`src/rtl/instr_loader_pkg.sv`:
```
// Shared types and constants for the instruction-memory loader.
// The state enum, header/word byte counts and the default memory depth live here.
package instr_loader_pkg;

    typedef enum logic [2:0] {
        IDLE,
        HEADER,
        BODY,
        DONE,
        ERROR
    } state_t;

    localparam int HDR_BYTES      = 4;
    localparam int BYTES_PER_WORD = 4;
    localparam int DEF_ADDR_W     = 15;

endpackage

```
`src/rtl/instr_loader_byte_packer.sv`:
```
// Little-endian 4-byte assembler shared by the header and body phases.
// o_word is complete, including the current byte, in the cycle o_word_valid is high.
module byte_packer
    import instr_loader_pkg::*;
(
    input  logic        clk,
    input  logic        rst,
    input  logic        i_clear,
    input  logic        i_valid,
    input  logic [7:0]  i_byte,
    output logic [31:0] o_word,
    output logic        o_word_valid
);

    localparam int CNT_W   = $clog2(BYTES_PER_WORD);
    localparam int SHIFT_W = 8 * (BYTES_PER_WORD - 1);

    logic [CNT_W-1:0]   r_cnt;
    logic [SHIFT_W-1:0] r_shift;
    logic               w_last;

    assign w_last = (r_cnt == CNT_W'(BYTES_PER_WORD - 1));

    always_ff @(posedge clk or posedge rst) begin
        if (rst) begin
            r_cnt <= '0;
        end else if (i_clear) begin
            r_cnt <= '0;
        end else if (i_valid) begin
            r_cnt <= w_last ? '0 : r_cnt + CNT_W'(1);
        end
    end

    // Bytes enter at the top so the first one ends up in the low byte.
    always_ff @(posedge clk) begin
        if (i_valid) begin
            r_shift <= {i_byte, r_shift[SHIFT_W-1:8]};
        end
    end

    assign o_word       = {i_byte, r_shift};
    assign o_word_valid = i_valid && w_last;

endmodule

```
`src/rtl/instr_loader.sv`:
```
// Boot-time program loader: parses a word-count header from a byte stream and
// writes the following little-endian words to instruction memory from address 0.
module instr_loader
    import instr_loader_pkg::*;
#(
    parameter int ADDR_W = DEF_ADDR_W
) (
    input  logic        clk,
    input  logic        rst,
    input  logic        start,
    input  logic [7:0]  rx_data,
    input  logic        rx_valid,
    output logic        rx_ready,
    output logic        we,
    output logic [31:0] waddr,
    output logic [31:0] wdata,
    output logic        busy,
    output logic        done,
    output logic        err
);

    localparam logic [31:0] DEPTH = 32'd1 << ADDR_W;

    state_t            r_state;
    state_t            w_next;
    logic [ADDR_W:0]   r_index;
    logic [31:0]       r_count;
    logic              r_rx_ready, r_we, r_busy, r_done, r_err;
    logic [31:0]       r_waddr, r_wdata;
    logic              w_accept, w_start, w_word_valid, w_last_word;
    logic [31:0]       w_word;

    assign w_accept    = rx_valid && r_rx_ready;
    assign w_last_word = (32'(r_index) + 32'd1) == r_count;

    byte_packer u_packer (
        .clk          (clk),
        .rst          (rst),
        .i_clear      (w_start),
        .i_valid      (w_accept),
        .i_byte       (rx_data),
        .o_word       (w_word),
        .o_word_valid (w_word_valid)
    );

    always_comb begin
        w_next  = r_state;
        w_start = 1'b0;
        case (r_state)
            IDLE, DONE, ERROR: begin
                if (start) begin
                    w_start = 1'b1;
                    w_next  = HEADER;
                end
            end
            HEADER: begin
                if (w_word_valid) begin
                    if (w_word == '0)        w_next = DONE;
                    else if (w_word > DEPTH) w_next = ERROR;
                    else                     w_next = BODY;
                end
            end
            BODY: begin
                if (w_word_valid && w_last_word) w_next = DONE;
            end
            default: w_next = IDLE;
        endcase
    end

    // Status outputs are registered from the next state so they line up with it.
    always_ff @(posedge clk or posedge rst) begin
        if (rst) begin
            r_state    <= IDLE;
            r_index    <= '0;
            r_count    <= '0;
            r_rx_ready <= 1'b0;
            r_we       <= 1'b0;
            r_waddr    <= '0;
            r_wdata    <= '0;
            r_busy     <= 1'b0;
            r_done     <= 1'b0;
            r_err      <= 1'b0;
        end else begin
            r_state    <= w_next;
            r_rx_ready <= (w_next == HEADER) || (w_next == BODY);
            r_busy     <= (w_next == HEADER) || (w_next == BODY);
            r_done     <= (w_next == DONE);
            r_err      <= (w_next == ERROR);
            r_we       <= (r_state == BODY) && w_word_valid;
            if (r_state == HEADER && w_word_valid) begin
                r_count <= w_word;
            end
            if (w_start) begin
                r_index <= '0;
            end else if (r_state == BODY && w_word_valid) begin
                r_index <= r_index + 1'b1;
                r_waddr <= {{(30 - ADDR_W){1'b0}}, r_index[ADDR_W-1:0], 2'b00};
                r_wdata <= w_word;
            end
        end
    end

    assign rx_ready = r_rx_ready;
    assign we       = r_we;
    assign waddr    = r_waddr;
    assign wdata    = r_wdata;
    assign busy     = r_busy;
    assign done     = r_done;
    assign err      = r_err;

endmodule
```
`config.mk`:
```
export PLATFORM = sky130hd
export DESIGN_NAME = instr_loader
export DESIGN_NICKNAME = d
export VERILOG_FILES = /design/src/rtl/instr_loader_pkg.sv /design/src/rtl/instr_loader_byte_packer.sv /design/src/rtl/instr_loader.sv
export SDC_FILE = /design/constraint.sdc
export NUM_CORES = 1
export LEC_CHECK = 0
export ABC_AREA = 1
export CORE_ASPECT_RATIO = 1.25
export CORE_UTILIZATION = 49
export CTS_CLUSTER_SIZE = 25
export DETAILED_ROUTE_END_ITERATION = 10
export GPL_ROUTABILITY_DRIVEN = 0
export PLACE_DENSITY = 0.81
export SLEW_MARGIN = 20
export SYNTH_ARGS = -nofsm -noshare
export SYNTH_HDL_FRONTEND = slang
export SYNTH_SLANG_ARGS = --single-unit
```
`constraint.sdc`:
```
create_clock -name clk -period 3.7 [get_ports clk]
set_clock_uncertainty 0.15 [all_clocks]
set_input_delay 0.74 -clock clk [delete_from_list [all_inputs] [get_ports clk]]
set_output_delay 0.74 -clock clk [all_outputs]
set_load 0.03 [all_outputs]
```
Word-level counts from Yosys, hierarchy flattened
Index checks and enable logic that the tools add are counted.
- flip-flop bits (word level): 128
- input bits: 12
- output and inout bits: 69
- logic and storage cells: 51
- $add $sub $neg: 3
- magnitude comparators: 1
- equality and inequality tests: 10
- muxes and demuxes: 13
- bitwise operators: 1
- reduce and logical (&&, ||, !) cells: 12
- operator list (kind ; number):
    17-bit by 32-bit equality test with 1-bit output ; 1
    32-bit by 16-bit > comparator with 1-bit output (second input constant) ; 1
    32-bit logical NOT ; 1
    16-bit 2-to-1 mux ; 2
    16-bit by 1-bit adder with 17-bit output (second input constant) ; 1
    16-bit by 1-bit adder with 16-bit output (second input constant) ; 1
    3-bit 2-to-1 mux ; 5
    3-bit by 2-bit equality test with 1-bit output (second input constant) ; 4
    3-bit case mux with 3 select lines ; 1
    3-bit by 1-bit equality test with 1-bit output (second input constant) ; 2
    3-bit equality test (second input constant) ; 2
    2-bit 2-to-1 mux ; 3
    1-bit logical AND ; 5
    2-bit nonzero test ; 2
    3-bit logical NOT ; 1
    3-bit OR reduction ; 1
    2-bit by 1-bit adder with 2-bit output (second input constant) ; 1
    2-bit equality test (second input constant) ; 1
    1-bit 2-to-1 mux ; 2
    2-bit AND reduction ; 1
    1-bit logical OR ; 1
    1-bit inverter ; 1

Depth between registers and ports, before layout
- word-level depth: 7
- depth in mapped cells: 16
- mapped depth without buffers: 15

Hierarchy
A second synthesis with hierarchy kept.
- cells, all modules: 642
- area total of the unflattened synthesis: 5675.4 µm²
- modules (own cells, without submodules) (module ; instances ; cells an instance ; area an instance (µm²) ; seq. area each (µm²)):
    instr_loader ; 1 ; 595 ; 4782.1 ; 2552.4
    byte_packer ; 1 ; 47 ; 893.4 ; 770.7

Worst setup path after synthesis
OpenSTA, ideal clock, no wires.
- path kind: input port to flip-flop
- start: input rx_valid
- end: register r_waddr[10], in the netlist waddr[10]
- library setup time: 0.130 ns
- arrival: 1.703 ns
- required time: 3.420 ns
- setup slack: 1.717 ns
- cell stages on the path: 8
- path buffers: 3
- path through: nand3_1 -> nor2_1 -> buf_2 -> inv_1 -> buf_2 -> clkbuf_1 -> nand2_1 -> o21ai_0
- word-level cells in the longest chain between the ends: 4
- ends and longest elaborated chain (what ; line ; RTL):
    start, declared ; instr_loader.sv:12 ; input logic rx_valid,
    1-bit logical AND ; instr_loader.sv:33 ; assign w_accept = rx_valid && r_rx_ready;
    1-bit logical AND ; instr_loader_byte_packer.sv:42 ; assign o_word_valid = i_valid && w_last;
    1-bit logical AND ; instr_loader.sv:95 ; end else if (r_state == BODY && w_word_valid) begin
    2-bit AND reduction (no source line) ; n/a ;
    end signal, assigned ; instr_loader.sv:97 ; r_waddr <= {{(30 - ADDR_W){1'b0}}, r_index[ADDR_W-1:0], 2'b00};
    end, declared ; instr_loader.sv:29 ; logic [31:0] r_waddr, r_wdata;
No other way between the ends.
A chain may end at the register's enable or synchronous reset.

Worst setup path in the final report
- start: input rx_valid
- end: register r_index[1]
- word-level cells in the longest chain between the ends: 4
- ends and longest elaborated chain (what ; line ; RTL):
    1-bit logical AND ; instr_loader.sv:33 ;
    1-bit logical AND ; instr_loader_byte_packer.sv:42 ;
    1-bit logical AND ; instr_loader.sv:95 ;
    2-bit nonzero test (no source line) ; n/a ;
    end signal, assigned ; instr_loader.sv:96 ; r_index <= r_index + 1'b1;
    end, declared ; instr_loader.sv:26 ; logic [ADDR_W:0] r_index;
No other way between the ends.

==> results.tsv <==
metric	value	unit
netlist_area	5710	µm²
synthFlopType	dfrtp_1	
powerDensity	552	nW/µm²
die_h	123	µm
reg2reg_from	r_index[0]	
row_count	43	
yosys_warnings	0	
cts_hold_buf	0	
p_seq_frac	0.440	
syn_area_per_cell	8.94	µm²
post_cts_resized	0	
crit_path_start_kind	input pin	
maxCapViolations	0	
cts.reportedPaths.clkPinSlew	50	ps
critPathLaunch	rx_valid	
crit_path_cell_trace	clkdlybuf4s50_1 -> nand3_1 -> nor2_1 -> inv_2 -> nand2_1 -> o22ai_1	
netlist_instances	639	
worstPathArrival	2650	ps
drive_gt1_frac	0.0782	
slew_headroom	0.549	
layout.nets	718	
rr_endpoint	busy	
min_to	u_packer.r_shift[0]	
cp_slowest_cell	nand2_1	
max_freq	393	MHz
vias	4565	
ir_drop	0.000421	V
critPathMaxFanout	30	
cpPeakStageDelay	530	ps
synth_edf_count	24	
p_sw_frac	0.260	
hp-start	u_packer.r_shift[8]	
grt_antenna_before_repair	0	
vias_per_cell	5.36	
yosysTopAreaCell	dfrtp_1	
status	finished, final reports clean	
place_hpwl	9.29	mm
ys_top_cells_by_count	nand2_1, dfrtp_1, o21ai_0, inv_1, nand3_1	
min_path_cells	0	
yosys-top-cells-area	dfrtp_1, edfxtp_1, nand2_1	
hold_violations	0	
numPortBuffers	63	
wirelength	13.2	mm
drtPass1Iterations	5	
area_growth	22.5	%
wire_per_inst	15.5	µm
cts_made_buffers	17	
cts-root-buf	clkbuf_16	
reg2reg_depth	12	
yosysTopAreaCellShare	0.455	
fin_crit_sh	0.688	
power.switching	0.00100	W
p_leak	3.15	nW
grt_max_degree	65	
setup_viol	0	
track_usage	0.237	
ctsHtreeMaxLevel	4	
drv_slew	0	
clock_latency	420	ps
postCtsSetupRepairBufs	0	
first_iter_violations	437	
critPathKind	in2reg	
ant_nets	0	
final_core_util	0.622	
antenna_cells	0	
seq_area_frac_synth	0.582	
coreArea	11200	µm²
tightest_slew	676	ps
finalCriticalPeriod	2550	ps
cts_sinks	128	
worst_setup_path_end_kind	flip-flop	
r2r_setup_slack	1300	ps
synth_cell_types	30	
first_global_vias	4603	
grt_overflow_total	0	
crit_required	3810	ps
power.internal	0.00286	W
die_area	12100	µm²
rsz0062_at_grt	no	
min_path_type	reg2reg	
post-synth-top-count-cell	nand2_1	
combPwrFrac	0.129	
die_x	98.6	µm
grt_pass1_wl	21.8	mm
clkPwrFrac	0.432	
synth-seq-cells	128	
start_util	0.508	
setup_tns	0	ps
cts_tree	built	
clock_path_buffers	2	
io_pins	81	
async_flop_share	0.813	
drc	0	
cells by family after synthesis:
group | share of synthesized area
and+or+nand+nor | 0.227
adders and majority gates | 0.00438
xor gates and xnor gates | 0.00153
DFF | 0.582
other | 0.000656
AOI/OAI and AO/OA | 0.0961
buffers and inverters | 0.0891
routing by layer:
layer  vias up  global-route usage  share of wire
met5         -                   0              0
met4         0               0.148          0.047
met3        44              0.0655          0.057
met2       183               0.408           0.51
met1      2160               0.261           0.39
li1       2178                   -              -
flip-flops by register name, indices dropped and copies added, names as in the netlist, 2 cells and up:
| name | cells |
|---|---|
| u_packer.r_shift | 24 |
| r_state | 3 |
| r_count | 32 |
| waddr | 15 |
| u_packer.r_cnt | 2 |
| wdata | 32 |
| r_index | 16 |
power groups by stage:
stage | Clock [W] | Combinational, W | Sequential [W]
after floorplan | 0 | 0.000345 | 0.00171
after global placement | 0 | 0.000474 | 0.00171
after detailed placement | 0 | 0.000493 | 0.00172
after CTS | 0.00169 | 0.000499 | 0.00169
after global routing | 0.00175 | 0.000562 | 0.00171
final | 0.00167 | 0.000496 | 0.00170
cell usage in the layout (no fill, tap or decap), types with 4 or more instances in the layout:
master / instances
clkdlybuf4s50_1: 63
nor2_4: 6
nor3_1: 4
o22ai_1: 9
nand3_1: 40
buf_4: 5
nor2_1: 33
a21oi_1: 4
nand2_2: 8
o21ai_0: 89
clkinv_2: 4
inv_1: 72
clkbuf_16: 17
nand2_1: 165
nand3b_1: 6
nand4_1: 17
clkbuf_1: 4
dfrtp_1: 104
conb_1: 17
edfxtp_1: 24
area by class of cell:
class / count / area, µm²
fillers: 886 / 4250
clock buffers: 24 / 482
multi-input cells: 413 / 1940
well taps: 135 / 169
inverters: 75 / 284
repair buffers: 69 / 688
flip-flops and latches: 128 / 3320
clock inverters: 7 / 110
worst max path at each step:
stage / slack [ps] / end / depth (start not counted)
2_1_floorplan: 80 / busy / 1
3_3_place_gp: 850 / r_index[10] / 6
3_5_place_dp: 760 / r_index[9] / 6
4_1_cts: 1180 / r_index[1] / 6
5_1_grt: 1010 / r_index[12] / 6
6_report: 1150 / r_index[1] / 6
worst max-delay path, delay by kind of cell:
| family | cells | cell delay [ps] |
|---|---|---|
| simple gates | 3 | 980 |
| compound gates | 1 | 170 |
| buf+inv | 2 | 740 |
stage by stage:
step | hold slack, ps | setup WS (ps) | total power [W] | cell area, µm² | cells
after floorplan | 276 | 77.8 | 0.00205 | 5770 | 655
after global placement | 278 | 853 | 0.00218 | 6410 | 820
after detailed placement | 287 | 760 | 0.00221 | 6410 | 820
after CTS | 298 | 1180 | 0.00388 | 7000 | 851
after global routing | 317 | 1010 | 0.00403 | 7000 | 851
final | 296 | 1150 | 0.00386 | 7000 | 851
(Power assumes the default switching activity.)
